--- src/rtl/udp_csum_clear.sv ---
// udp_csum_clear: zeroes the UDP checksum of option-less IPv4/UDP packets ahead of the
// crypto stage so a stale checksum does not survive encryption; stats and bypass on the ring.

`ifndef UDP_CSUM_CLR_BLOCK_ADDR
`define UDP_CSUM_CLR_BLOCK_ADDR 21'h00C01
`endif

module udp_csum_clear_fifo #(
   parameter int WIDTH          = 72,
   parameter int MAX_DEPTH_BITS = 2
) (
   input  logic             clk,
   input  logic             reset,
   input  logic [WIDTH-1:0] din,
   input  logic             wr_en,
   input  logic             rd_en,
   output logic [WIDTH-1:0] dout,
   output logic             empty,
   output logic             nearly_full
);
   localparam int DEPTH = 2 ** MAX_DEPTH_BITS;
   localparam logic [MAX_DEPTH_BITS:0] DEPTH_FULL = (MAX_DEPTH_BITS+1)'(DEPTH);
   localparam logic [MAX_DEPTH_BITS:0] DEPTH_NF   = (MAX_DEPTH_BITS+1)'(DEPTH - 1);

   logic [WIDTH-1:0]          mem [DEPTH];
   logic [MAX_DEPTH_BITS-1:0] wr_ptr;
   logic [MAX_DEPTH_BITS-1:0] rd_ptr;
   logic [MAX_DEPTH_BITS:0]   depth;
   logic                      full;
   logic                      do_wr;
   logic                      do_rd;

   assign empty       = (depth == '0);
   assign full        = (depth == DEPTH_FULL);
   assign nearly_full = (depth >= DEPTH_NF);
   assign do_rd       = rd_en && !empty;
   assign do_wr       = wr_en && (!full || do_rd);
   // Fall-through: the head entry is visible on dout whenever the FIFO is non-empty.
   assign dout        = mem[rd_ptr];

   always_ff @(posedge clk) begin
      if (do_wr) begin
         mem[wr_ptr] <= din;
      end
   end

   always_ff @(posedge clk) begin
      if (reset) begin
         wr_ptr <= '0;
         rd_ptr <= '0;
         depth  <= '0;
      end else begin
         if (do_wr) begin
            wr_ptr <= wr_ptr + MAX_DEPTH_BITS'(1);
         end
         if (do_rd) begin
            rd_ptr <= rd_ptr + MAX_DEPTH_BITS'(1);
         end
         case ({do_wr, do_rd})
            2'b10:   depth <= depth + (MAX_DEPTH_BITS+1)'(1);
            2'b01:   depth <= depth - (MAX_DEPTH_BITS+1)'(1);
            default: depth <= depth;
         endcase
      end
   end
endmodule

// state       | meaning
// MODULE_HDRS | passing module header words, waiting for data word 1
// HDR         | data words 2..6, checking ethertype/IHL/protocol, clearing at word 6
// PAYLOAD     | past the UDP header, passing through until EOP
module udp_csum_clear #(
   parameter int DATA_WIDTH        = 64,
   parameter int CTRL_WIDTH        = DATA_WIDTH / 8,
   parameter int UDP_REG_SRC_WIDTH = 2
) (
   input  logic                         clk,
   input  logic                         reset,

   input  logic [DATA_WIDTH-1:0]        in_data,
   input  logic [CTRL_WIDTH-1:0]        in_ctrl,
   input  logic                         in_wr,
   output logic                         in_rdy,

   output logic [DATA_WIDTH-1:0]        out_data,
   output logic [CTRL_WIDTH-1:0]        out_ctrl,
   output logic                         out_wr,
   input  logic                         out_rdy,

   input  logic                         reg_req_in,
   input  logic                         reg_ack_in,
   input  logic                         reg_rd_wr_L_in,
   input  logic [22:0]                  reg_addr_in,
   input  logic [31:0]                  reg_data_in,
   input  logic [UDP_REG_SRC_WIDTH-1:0] reg_src_in,

   output logic                         reg_req_out,
   output logic                         reg_ack_out,
   output logic                         reg_rd_wr_L_out,
   output logic [22:0]                  reg_addr_out,
   output logic [31:0]                  reg_data_out,
   output logic [UDP_REG_SRC_WIDTH-1:0] reg_src_out
);
   localparam int FIFO_WIDTH = DATA_WIDTH + CTRL_WIDTH;
   localparam logic [20:0] TAG = `UDP_CSUM_CLR_BLOCK_ADDR;

   typedef enum logic [1:0] {
      MODULE_HDRS = 2'd0,
      HDR         = 2'd1,
      PAYLOAD     = 2'd2
   } state_t;

   logic [FIFO_WIDTH-1:0] fifo_dout;
   logic                  fifo_empty;
   logic                  fifo_nearly_full;
   logic [DATA_WIDTH-1:0] head_data;
   logic [CTRL_WIDTH-1:0] head_ctrl;
   logic                  xfer;

   state_t                state;
   logic [2:0]            word_cnt;
   logic                  elig;
   logic                  byp;

   logic                  is_ipv4_noopt;
   logic                  is_udp;
   logic                  clear_word;
   logic                  eop;
   logic                  pulse_seen;
   logic                  pulse_cleared;
   logic                  pulse_short;

   logic                  ctrl_bypass;
   logic [31:0]           cnt_seen;
   logic [31:0]           cnt_cleared;
   logic [31:0]           cnt_short;
   logic                  addr_hit;
   logic [31:0]           rd_val;

   udp_csum_clear_fifo #(
      .WIDTH          (FIFO_WIDTH),
      .MAX_DEPTH_BITS (2)
   ) u_in_fifo (
      .clk         (clk),
      .reset       (reset),
      .din         ({in_ctrl, in_data}),
      .wr_en       (in_wr),
      .rd_en       (xfer),
      .dout        (fifo_dout),
      .empty       (fifo_empty),
      .nearly_full (fifo_nearly_full)
   );

   assign in_rdy    = !fifo_nearly_full;
   assign head_data = fifo_dout[DATA_WIDTH-1:0];
   assign head_ctrl = fifo_dout[FIFO_WIDTH-1:DATA_WIDTH];
   assign xfer      = !fifo_empty && out_rdy;
   assign out_wr    = xfer;

   assign is_ipv4_noopt = (head_data[31:16] == 16'h0800) && (head_data[15:8] == 8'h45);
   assign is_udp        = (head_data[7:0] == 8'd17);

   // EOP ctrl 0x80 flags a word whose only valid byte is the first, so the checksum is absent.
   assign clear_word = (state == HDR) && (word_cnt == 3'd6) && elig && !byp &&
                       (head_ctrl != 8'h80);
   assign eop        = (state != MODULE_HDRS) && (head_ctrl != '0);

   assign pulse_seen    = xfer && eop;
   assign pulse_short   = pulse_seen && (word_cnt < 3'd6);
   assign pulse_cleared = xfer && clear_word;

   assign out_ctrl = head_ctrl;
   assign out_data = clear_word ? {16'h0000, head_data[47:0]} : head_data;

   always_ff @(posedge clk) begin
      if (reset) begin
         state    <= MODULE_HDRS;
         word_cnt <= 3'd1;
         elig     <= 1'b0;
         byp      <= 1'b0;
      end else if (xfer) begin
         case (state)
            MODULE_HDRS: begin
               if (head_ctrl == '0) begin
                  word_cnt <= 3'd2;
                  byp      <= ctrl_bypass;
                  elig     <= 1'b1;
                  state    <= HDR;
               end
            end
            HDR: begin
               if (head_ctrl != '0) begin
                  state    <= MODULE_HDRS;
                  word_cnt <= 3'd1;
               end else begin
                  if (word_cnt == 3'd2) begin
                     elig <= elig & is_ipv4_noopt;
                  end
                  if (word_cnt == 3'd3) begin
                     elig <= elig & is_udp;
                  end
                  if (word_cnt == 3'd6) begin
                     state <= PAYLOAD;
                  end else begin
                     word_cnt <= word_cnt + 3'd1;
                  end
               end
            end
            PAYLOAD: begin
               if (head_ctrl != '0) begin
                  state    <= MODULE_HDRS;
                  word_cnt <= 3'd1;
               end
            end
            default: begin
               state    <= MODULE_HDRS;
               word_cnt <= 3'd1;
            end
         endcase
      end
   end

   always_ff @(posedge clk) begin
      if (reset) begin
         cnt_seen    <= '0;
         cnt_cleared <= '0;
         cnt_short   <= '0;
      end else begin
         if (pulse_seen) begin
            cnt_seen <= cnt_seen + 32'd1;
         end
         if (pulse_cleared) begin
            cnt_cleared <= cnt_cleared + 32'd1;
         end
         if (pulse_short) begin
            cnt_short <= cnt_short + 32'd1;
         end
      end
   end

   // Register map: 0 PKTS_SEEN, 1 PKTS_CLEARED, 2 PKTS_SHORT, 3 CTRL.
   assign addr_hit = reg_req_in && !reg_ack_in && (reg_addr_in[22:2] == TAG);

   always_comb begin
      rd_val = '0;
      case (reg_addr_in[1:0])
         2'd0:    rd_val = cnt_seen;
         2'd1:    rd_val = cnt_cleared;
         2'd2:    rd_val = cnt_short;
         default: rd_val = {31'b0, ctrl_bypass};
      endcase
   end

   always_ff @(posedge clk) begin
      if (reset) begin
         reg_req_out     <= 1'b0;
         reg_ack_out     <= 1'b0;
         reg_rd_wr_L_out <= 1'b0;
         reg_addr_out    <= '0;
         reg_data_out    <= '0;
         reg_src_out     <= '0;
         ctrl_bypass     <= 1'b0;
      end else begin
         reg_req_out     <= reg_req_in;
         reg_ack_out     <= reg_ack_in | addr_hit;
         reg_rd_wr_L_out <= reg_rd_wr_L_in;
         reg_addr_out    <= reg_addr_in;
         reg_src_out     <= reg_src_in;
         reg_data_out    <= (addr_hit && reg_rd_wr_L_in) ? rd_val : reg_data_in;
         if (addr_hit && !reg_rd_wr_L_in && (reg_addr_in[1:0] == 2'd3)) begin
            ctrl_bypass <= reg_data_in[0];
         end
      end
   end
endmodule

--- config.mk ---
export PLATFORM = sky130hd
export DESIGN_NAME = udp_csum_clear
export DESIGN_NICKNAME = d
export VERILOG_FILES = /design/src/rtl/udp_csum_clear.sv
export SDC_FILE = /design/constraint.sdc
export NUM_CORES = 1
export LEC_CHECK = 0
export ABC_CLOCK_PERIOD_IN_PS = 3600
export BUFFER_PORTS_ARGS = -buffer_cell sky130_fd_sc_hd__buf_2
export CAP_MARGIN = 20
export CORE_ASPECT_RATIO = 1.75
export CORE_MARGIN = 5
export CORE_UTILIZATION = 57
export DETAILED_ROUTE_END_ITERATION = 10
export PLACE_DENSITY = 0.76
export SLEW_MARGIN = 10
export SYNTH_ARGS = -nofsm -noshare
export SYNTH_HDL_FRONTEND = slang
export SYNTH_SLANG_ARGS = --single-unit
--- constraint.sdc ---
create_clock -name clk -period 3.6 [get_ports clk]
set_input_delay 0.18 -clock clk [delete_from_list [all_inputs] [get_ports clk]]
set_output_delay 0.18 -clock clk [all_outputs]
set_load 0.01 [all_outputs]
==> metrics.md, run 1 <==
| Metric | Value |
|---|---|
| Final ANT Viol Nets | `0` |
| Routed wire length | `49000 µm` |
| Pin count of the biggest net entering global routing | `a little over 80` |
| Post-cts sizing count | `0` |
| First DRT Iteration DRCs | `roughly 870` |
| Post-synthesis sequential area ratio | `between 60 and 70%` |
| Synth Flop Type | `edfxtp_1` |
| CP arrival | `roughly 3200 ps` |
| Initial antenna violation count | `1` |
| Netlist Area Pre-Place | `0.0189 mm²` |
| Largest stage delay, worst path | `about 600 ps` |
| Critical-path top delay cell | `dfxtp_4` |
| Final Hold Viols | `0` |
| Syn Area/Cell | `13.7 µm²` |
| Final setup viols | `0` |
| Synthesized flop and latch total | `between 400 and 500` |
| DR vias | `approximately 13000` |
| Die Footprint | `0.0371 mm²` |
| Reg2Reg Depth | `6` |
| DR vias/cell | `between 6 and 7` |
| Design Power | `between 10 and 15 mW` |
| Ys Warns | `0` |
| Worst path required time | `between 3000 and 4000 ps` |
| Worst-Margin Slew | `around 890 ps` |
| GRT overflow | `0` |
| Synth Instances | `roughly 1400` |
| Most common cell after layout, fill and taps aside | `edfxtp_1` |
| Clock transition at the registers of the reported paths | `roughly 60 ps` |
| CTS tree | `built` |
| Crit Path Category | `reg2out` |
| Gpl congestion | `0.835` |
| Layout Area Growth over Synthesis | `23.8%` |
| CP cell instances | `mux2i_1 -> mux2_2 -> inv_2 -> a31o_2 -> buf_4 -> and2_1 -> buf_2` |
| Tmin final | `between 3000 and 4000 ps` |
| Skew final | `about 39 ps` |
| Setup TNS | `0 ps` |
| Post-DP HPWL | `just under 30000 µm` |
| Die width | `roughly 150 µm` |
| Number of flops mapped to enable cells by yosys | `about 290` |
| FP Rows | `about 90` |
| Initial core utilization | `roughly 57%` |
| Worst hold-check path type | `in2reg` |
| Most frequent cells in the layout | `edfxtp_1 (288), buf_2 (268), dfxtp_1 (171)` |
| H-tree levels | `2` |
| IO Pins | `270` |
| MaxCap Viol Count | `0` |
| Max FO, Critical Path | `26` |
| PortBufs | `between 200 and 300` |
| CTS max path bufs | `3` |
| CTS buffer count | `slightly above 40` |
| RSZ-0062 raised after global routing | `false` |
| Share of layout cells above drive strength 1 | `between 20% and 30%` |
| Fin. max-slew vios | `0` |
| Fmax | `0.299 GHz` |
| Post-synth ARST share | `0%` |
| Status | `complete, no violations` |
| Hold path cells | `5` |
| Nets | `roughly 1900` |
| Root Driver | `clkbuf_16` |
| Max VDD drop | `between 0.0005 and 0.0006 V` |
| Final period util | `between 90 and 100%` |
| Clk_lat worst skew | `570 ps` |
| Sink Count | `between 400 and 500` |
| DRC errors left | `0` |
| Yosys cell types | `63` |
| Critical path launch point type | `flip-flop` |
| Area of the core | `0.0329 mm²` |
| Die Ht | `approximately 250 µm` |
| Total GRT Usage | `around a quarter` |
| Drt pass-1 iters | `5` |
| PwrDens | `585 mW/mm²` |
| Slew margin rel. | `roughly two fifths` |
| Pleak | `~8.1 nW` |
| Post-synthesis net count | `between 1500 and 2000` |
| Worst setup EP type | `output pin` |
| Routed length per instance | `about 22 µm` |
| First-pass GRT wire length | `roughly 76000 µm` |
| Vias in the first global route | `between 10000 and 15000` |
==> repair_timing <==
action,CTS,global route
setup buffers,0,0
hold buffers,131,0
hold endpoints to repair,347,0
==> registers in the layout, summed over array words and instances (netlist names), 2 cells and up, named ones only <==
| name | flops |
|---|---|
| cnt_cleared | 32 |
| cnt_seen | 32 |
| cnt_short | 32 |
| reg_addr_out | 23 |
| reg_data_out | 32 |
| reg_src_out | 2 |
| state | 2 |
| u_in_fifo.depth | 3 |
| u_in_fifo.mem | 288 |
| u_in_fifo.rd_ptr | 2 |
| u_in_fifo.wr_ptr | 2 |
| word_cnt | 3 |
==> synth_stat cells (6+ instances only) <==
| cell type | count | share of area (%) |
|---|---|---|
| edfxtp_1 | 288 | 46 |
| dfxtp_1 | 173 | 18 |
| a21oi_1 | 120 | 3.2 |
| nor2_1 | 94 | 1.9 |
| mux4_2 | 72 | 8.6 |
| clkbuf_1 | 49 | 0.97 |
| or3_1 | 46 | 1.5 |
| nand2_1 | 45 | 0.89 |
| or4_1 | 42 | 1.7 |
| o31ai_1 | 39 | 1.5 |
| mux2i_1 | 37 | 2.0 |
| nand3_1 | 36 | 0.95 |
| a211oi_1 | 32 | 1.3 |
| nor2b_1 | 32 | 1.1 |
| o21ai_1 | 31 | 0.82 |
| inv_1 | 30 | 0.60 |
| and2_1 | 26 | 0.86 |
| nand4_1 | 26 | 0.86 |
| o21ai_0 | 17 | 0.45 |
| buf_2 | 13 | 0.34 |
| nor3_1 | 12 | 0.32 |
| nor4_1 | 11 | 0.36 |
| ha_1 | 10 | 0.66 |
| buf_4 | 9 | 0.36 |
| and4_1 | 8 | 0.37 |
| and3_1 | 7 | 0.23 |
| xnor2_1 | 7 | 0.32 |
| buf_1 | 6 | 0.12 |
==> critical path, delay by kind of cell, from the launching register on <==
kind            cells  cell delay (ps)
compound gates      1              480
flops               1              600
buf+inv             3              870
mux                 2              460
simple gates        1              190
==> kinds of logic after synthesis <==
| family | share of synthesized area (%) |
|---|---|
| fa+ha+maj | 0.768 |
| flops | 64.1 |
| xor+xnor | 0.510 |
| buf+inv | 2.65 |
| compound gates | 9.48 |
| simple gates | 11.7 |
| mux | 10.8 |
==> area by class of cell <==
type	instances	area, µm²
sequential	461	12100
timing repair buffer	428	2910
tap	405	507
antenna	1	2.50
fill	2120	9510
inverter	31	116
multi-input combinational	810	6320
clock inverter	26	312
clock buffer	50	1130
==> worst paths after layout <==
kind / start / to / slack [ps]
max reg2reg: flip-flop / elig / 600
min reg2reg: byp / byp / 460
min: in_wr / u_in_fifo.depth[2] / 120
max: flip-flop / out_data[49] / 250
==> layer usage <==
metal / GRT usage (%) / up-vias / wire, µm
met5: 0 / - / 0
met4: 12.0 / 0 / 2290
met3: 5.54 / 132 / 3170
met2: 49.0 / 510 / 26900
met1: 27.6 / 6619 / 16600
li1: - / 6147 / -
==> per-stage QoR <==
stage	area, µm²	utilization [%]	instances	setup WS [ps]	hold slack [ps]
after floorplan	18900	-	1383	744	279
after global placement	20700	62.7	2004	575	387
after detailed placement	20700	62.7	2004	513	394
after CTS	23400	71.1	2211	210	101
after global routing	23400	71.1	2212	105	139
final	23400	71.1	2212	251	118
==> power breakdown <==
group	total, mW	internal [mW]	switching (mW)
logic	2.89	1.29	1.61
registers	6.16	5.99	0.171
clock network	4.63	2.68	1.95
total	13.7	9.96	3.73
Note: power is estimated with default switching activity, not from simulation.
==> run 2, diff against run 1 <==
==> config.mk (replaced) <==
export PLATFORM = sky130hd
export DESIGN_NAME = udp_csum_clear
export DESIGN_NICKNAME = d
export VERILOG_FILES = /design/src/rtl/udp_csum_clear.sv
export SDC_FILE = /design/constraint.sdc
export NUM_CORES = 1
export LEC_CHECK = 0
export ABC_AREA = 1
export ABC_CLOCK_PERIOD_IN_PS = 3600
export CAP_MARGIN = 20
export CORE_MARGIN = 5
export CORE_UTILIZATION = 61
export DETAILED_ROUTE_END_ITERATION = 10
export DONT_BUFFER_PORTS = 1
export PLACE_DENSITY = 0.74
export SLEW_MARGIN = 10
export SYNTH_ARGS = -nofsm -noshare
export SYNTH_HDL_FRONTEND = slang
export SYNTH_SLANG_ARGS = --single-unit
==> run 2 against run 1 <==
  * Highest routed layer is now met5
  * Core utilization shrank 0.18 points
  * Synthesized cell count grew 62%
  * Sequential power shrank 3.4%
  * Area after synthesis grew 8.1%
  * Die area grew 0.58%
  * Via count grew 18%
  * Combinational power shrank 50%
  * Worst setup slack gained 180 ps
  * Sequential share of layout area shrank 0.44 points
  * Largest power group unchanged
  * Critical path depth shrank 1
  * Critical path type unchanged
  * Clock power grew 1%
  * Routed wire length grew 7.4%
==> metrics.md, run 2 <==
| Metric | Value |
|---|---|
| Largest stage delay, worst path | `slightly above 600 ps` |
| Number of flops mapped to enable cells by yosys | `approximately 290` |
| Placed cell count | `2603` |
| Synthesized flop and latch total | `461` |
| Worst setup EP type | `output pin` |
| Layout Area Growth over Synthesis | `15.5%` |
| FF-to-FF setup slack | `roughly 900 ps` |
| Metal3 WL | `between 4000 and 5000 µm` |
| Critical path launch point type | `flip-flop` |
| Area of the core | `around 0.033 mm²` |
| Crit Path Category | `reg2out` |
| CTS tree | `built` |
| Skew final | `about 25 ps` |
| Tmin final | `3170 ps` |
| Drt pass-1 iters | `6` |
| Post-synthesis net count | `between 2000 and 2500` |
| Synth top area cells | `edfxtp_1 (42%), dfxtp_1 (17%), nand2_1 (9.8%)` |
| CTS buffer count | `46` |
| CTS max path bufs | `3` |
| IO Pins | `270` |
| H-tree levels | `2` |
| Clk pwr share | `between 30% and 40%` |
| Clk_lat worst skew | `580 ps` |
| MaxCap Viol Count | `0` |
| Slew margin rel. | `32.1%` |
| DR vias | `15900` |
| Share of layout cells above drive strength 1 | `approximately 6.4%` |
| Final Hold Viols | `0` |
| Worst hold-check path type | `in2reg` |
| DR vias/cell | `about 5.6` |
| Setup bufs post-CTS | `0` |
| Post-cts sizing count | `0` |
| Post-Layout Inst Area | `0.0236 mm²` |
| Die Ht | `approximately 190 µm` |
| Sw frac | `about a quarter` |
| Worst slack, placed | `between 900 and 1000 ps` |
| Total GRT Usage | `27.6%` |
| First-pass GRT wire length | `roughly 81000 µm` |
| Met2 wire len | `~26000 µm` |
| Power share of the sequential group | `just under 50%` |
| Comb pwr share | `a little under an eighth` |
| Fmax | `about 0.32 GHz` |
| Initial antenna violation count | `2` |
| Yosys cell types | `45` |
| M1 WL | `a little over 20000 µm` |
| Netlist Area Pre-Place | `a little over 0.02 mm²` |
| Post-synth ARST share | `0%` |
| Clock transition at the registers of the reported paths | `approximately 60 ps` |
| Design Power | `approximately 12 mW` |
| Final WS setup | `about 430 ps` |
| Synth top area share | `~42%` |
| Sink Count | `between 400 and 500` |
| Final setup viols | `0` |
| Psw | `approximately 3.1 mW` |
| Nets | `between 2000 and 2500` |
| Routed length per instance | `approximately 19 µm` |
| PortBufs | `0` |
| Biggest area consumer among synthesized cells | `edfxtp_1` |
| Hold_buf cts | `135` |
| Max Used Layer | `met5` |
| Post-synthesis sequential area ratio | `about three fifths` |
| Max VDD drop | `0.000479 V` |
| CP arrival | `2990 ps` |
| Gpl congestion | `~0.95` |
| Synth Flop Type | `edfxtp_1` |
| Pleak | `approximately 8.6 nW` |
| Post-DP HPWL | `around 34000 µm` |
| First DRT Iteration DRCs | `1436` |
| Worst path required time | `around 3400 ps` |
| Top delay family on crit path | `buffers and inverters` |
| Vias in the first global route | `about 15000` |
| DRC errors left | `0` |
| Critical-path top delay cell | `buf_4` |
| Post-route insts no fill | `2824` |
| CP bufs+invs | `2` |
| Routed wire length | `52600 µm` |
| Cell Int Power | `just under 9 mW` |
| Syn Area/Cell | `9.14 µm²` |
| Die width | `about 190 µm` |
| Top-count cell post-synth | `nand2_1` |
| Ys Warns | `0` |
| Status | `complete, no violations` |
| Final ANT Viol Nets | `0` |
| GRT overflow | `0` |
| Initial core utilization | `between 60% and 70%` |
| Synth top cells by count | `nand2_1 (531), nor2_1 (315), edfxtp_1 (288)` |
| CP cell instances | `buf_4 -> buf_4 -> nor2_1 -> nor2_1 -> o21ai_0 -> a21oi_1` |
| Max FO, Critical Path | `between 60 and 70` |
| Fin. max-slew vios | `0` |
| RSZ-0062 raised after global routing | `false` |
| Final period util | `between 80% and 90%` |
| Synth Instances | `2236` |
| Worst-Margin Slew | `roughly 1000 ps` |
| Die Footprint | `between 0.03 and 0.04 mm²` |
| Most frequent cells in the layout | `nand2_1 (531), nor2_1 (311), edfxtp_1 (288)` |
| Number of flip-flops in the largest register | `~290` |
| Post-DP Area | `just over 0.02 mm²` |
| FP Rows | `67` |
| Most common cell after layout, fill and taps aside | `nand2_1` |
| PwrDens | `around 510 mW/mm²` |
| Pin count of the biggest net entering global routing | `roughly 100` |
| Largest Register | `u_in_fifo.mem` |
| Root Driver | `clkbuf_16` |
[run 2: changes by cell type in the layout (fill, tap and decap cells not counted), moves of 49 or more]
cell,previous run,this run
nand2_1,45,531
buf_2,268,0
nor2_1,94,311
inv_1,30,182
o21ai_0,17,135
nand3_1,36,123
mux4_2,72,0
xor2_1,4,53
[run 2: path summary, 6_finish.rpt]
path / cells past startpoint / end / start
setup reg to reg: 12 / cnt_short[1] / flip-flop
hold / removal: 2 / reg_addr_out[1] / reset
hold reg to reg: 2 / flip-flop / u_in_fifo.rd_ptr[1]
setup / recovery: 6 / out_data[50] / flip-flop
[run 2: cell type report]
cell class,count,area (µm²)
Sequential cell,461,12100
Fill cell,2456,9680
Multi-Input combinational cell,1486,7140
Timing Repair Buffer,154,1570
Clock buffer,62,1260
Inverter,190,721
Tap cell,448,561
Clock inverter,21,228
Antenna cell,2,5.00
[run 2: logic make-up (layout without fill, tap and decap cells)]
family	after synthesis	count (layout)	share of synthesized area, %
xor+xnor	60	60	2.57
simple gates	1103	1103	22.8
fa+ha+maj	11	11	0.710
compound gates	312	312	8.72
buf+inv	289	427	5.97
flops	461	461	59.2
other cells	0	2	0
[run 2: stage by stage]
step	hold slack, ps	TNS (ps)	util [%]
after global routing	22.6	0	70.9
after global placement	265	0	62.3
final	28.2	0	70.9
after CTS	11.7	0	70.9
after floorplan	279	-211770	-
after detailed placement	267	0	62.3
[run 2: layer usage]
metal  GRT usage [%]  up-vias
met2            46.8      641
met4            10.5        2
met1            34.9     7440
met5               0        -
met3            6.12      123
li1                -     7647
[run 2: power groups by stage]
stage               combinational [mW]  clock [mW]  sequential [mW]
floorplan                        0.972           0             6.05
global placement                  1.23           0             6.06
detailed placement                1.26           0             6.07
CTS                               1.44        4.76             5.95
global route                      1.59        5.01             5.97
finish                            1.44        4.69             5.95
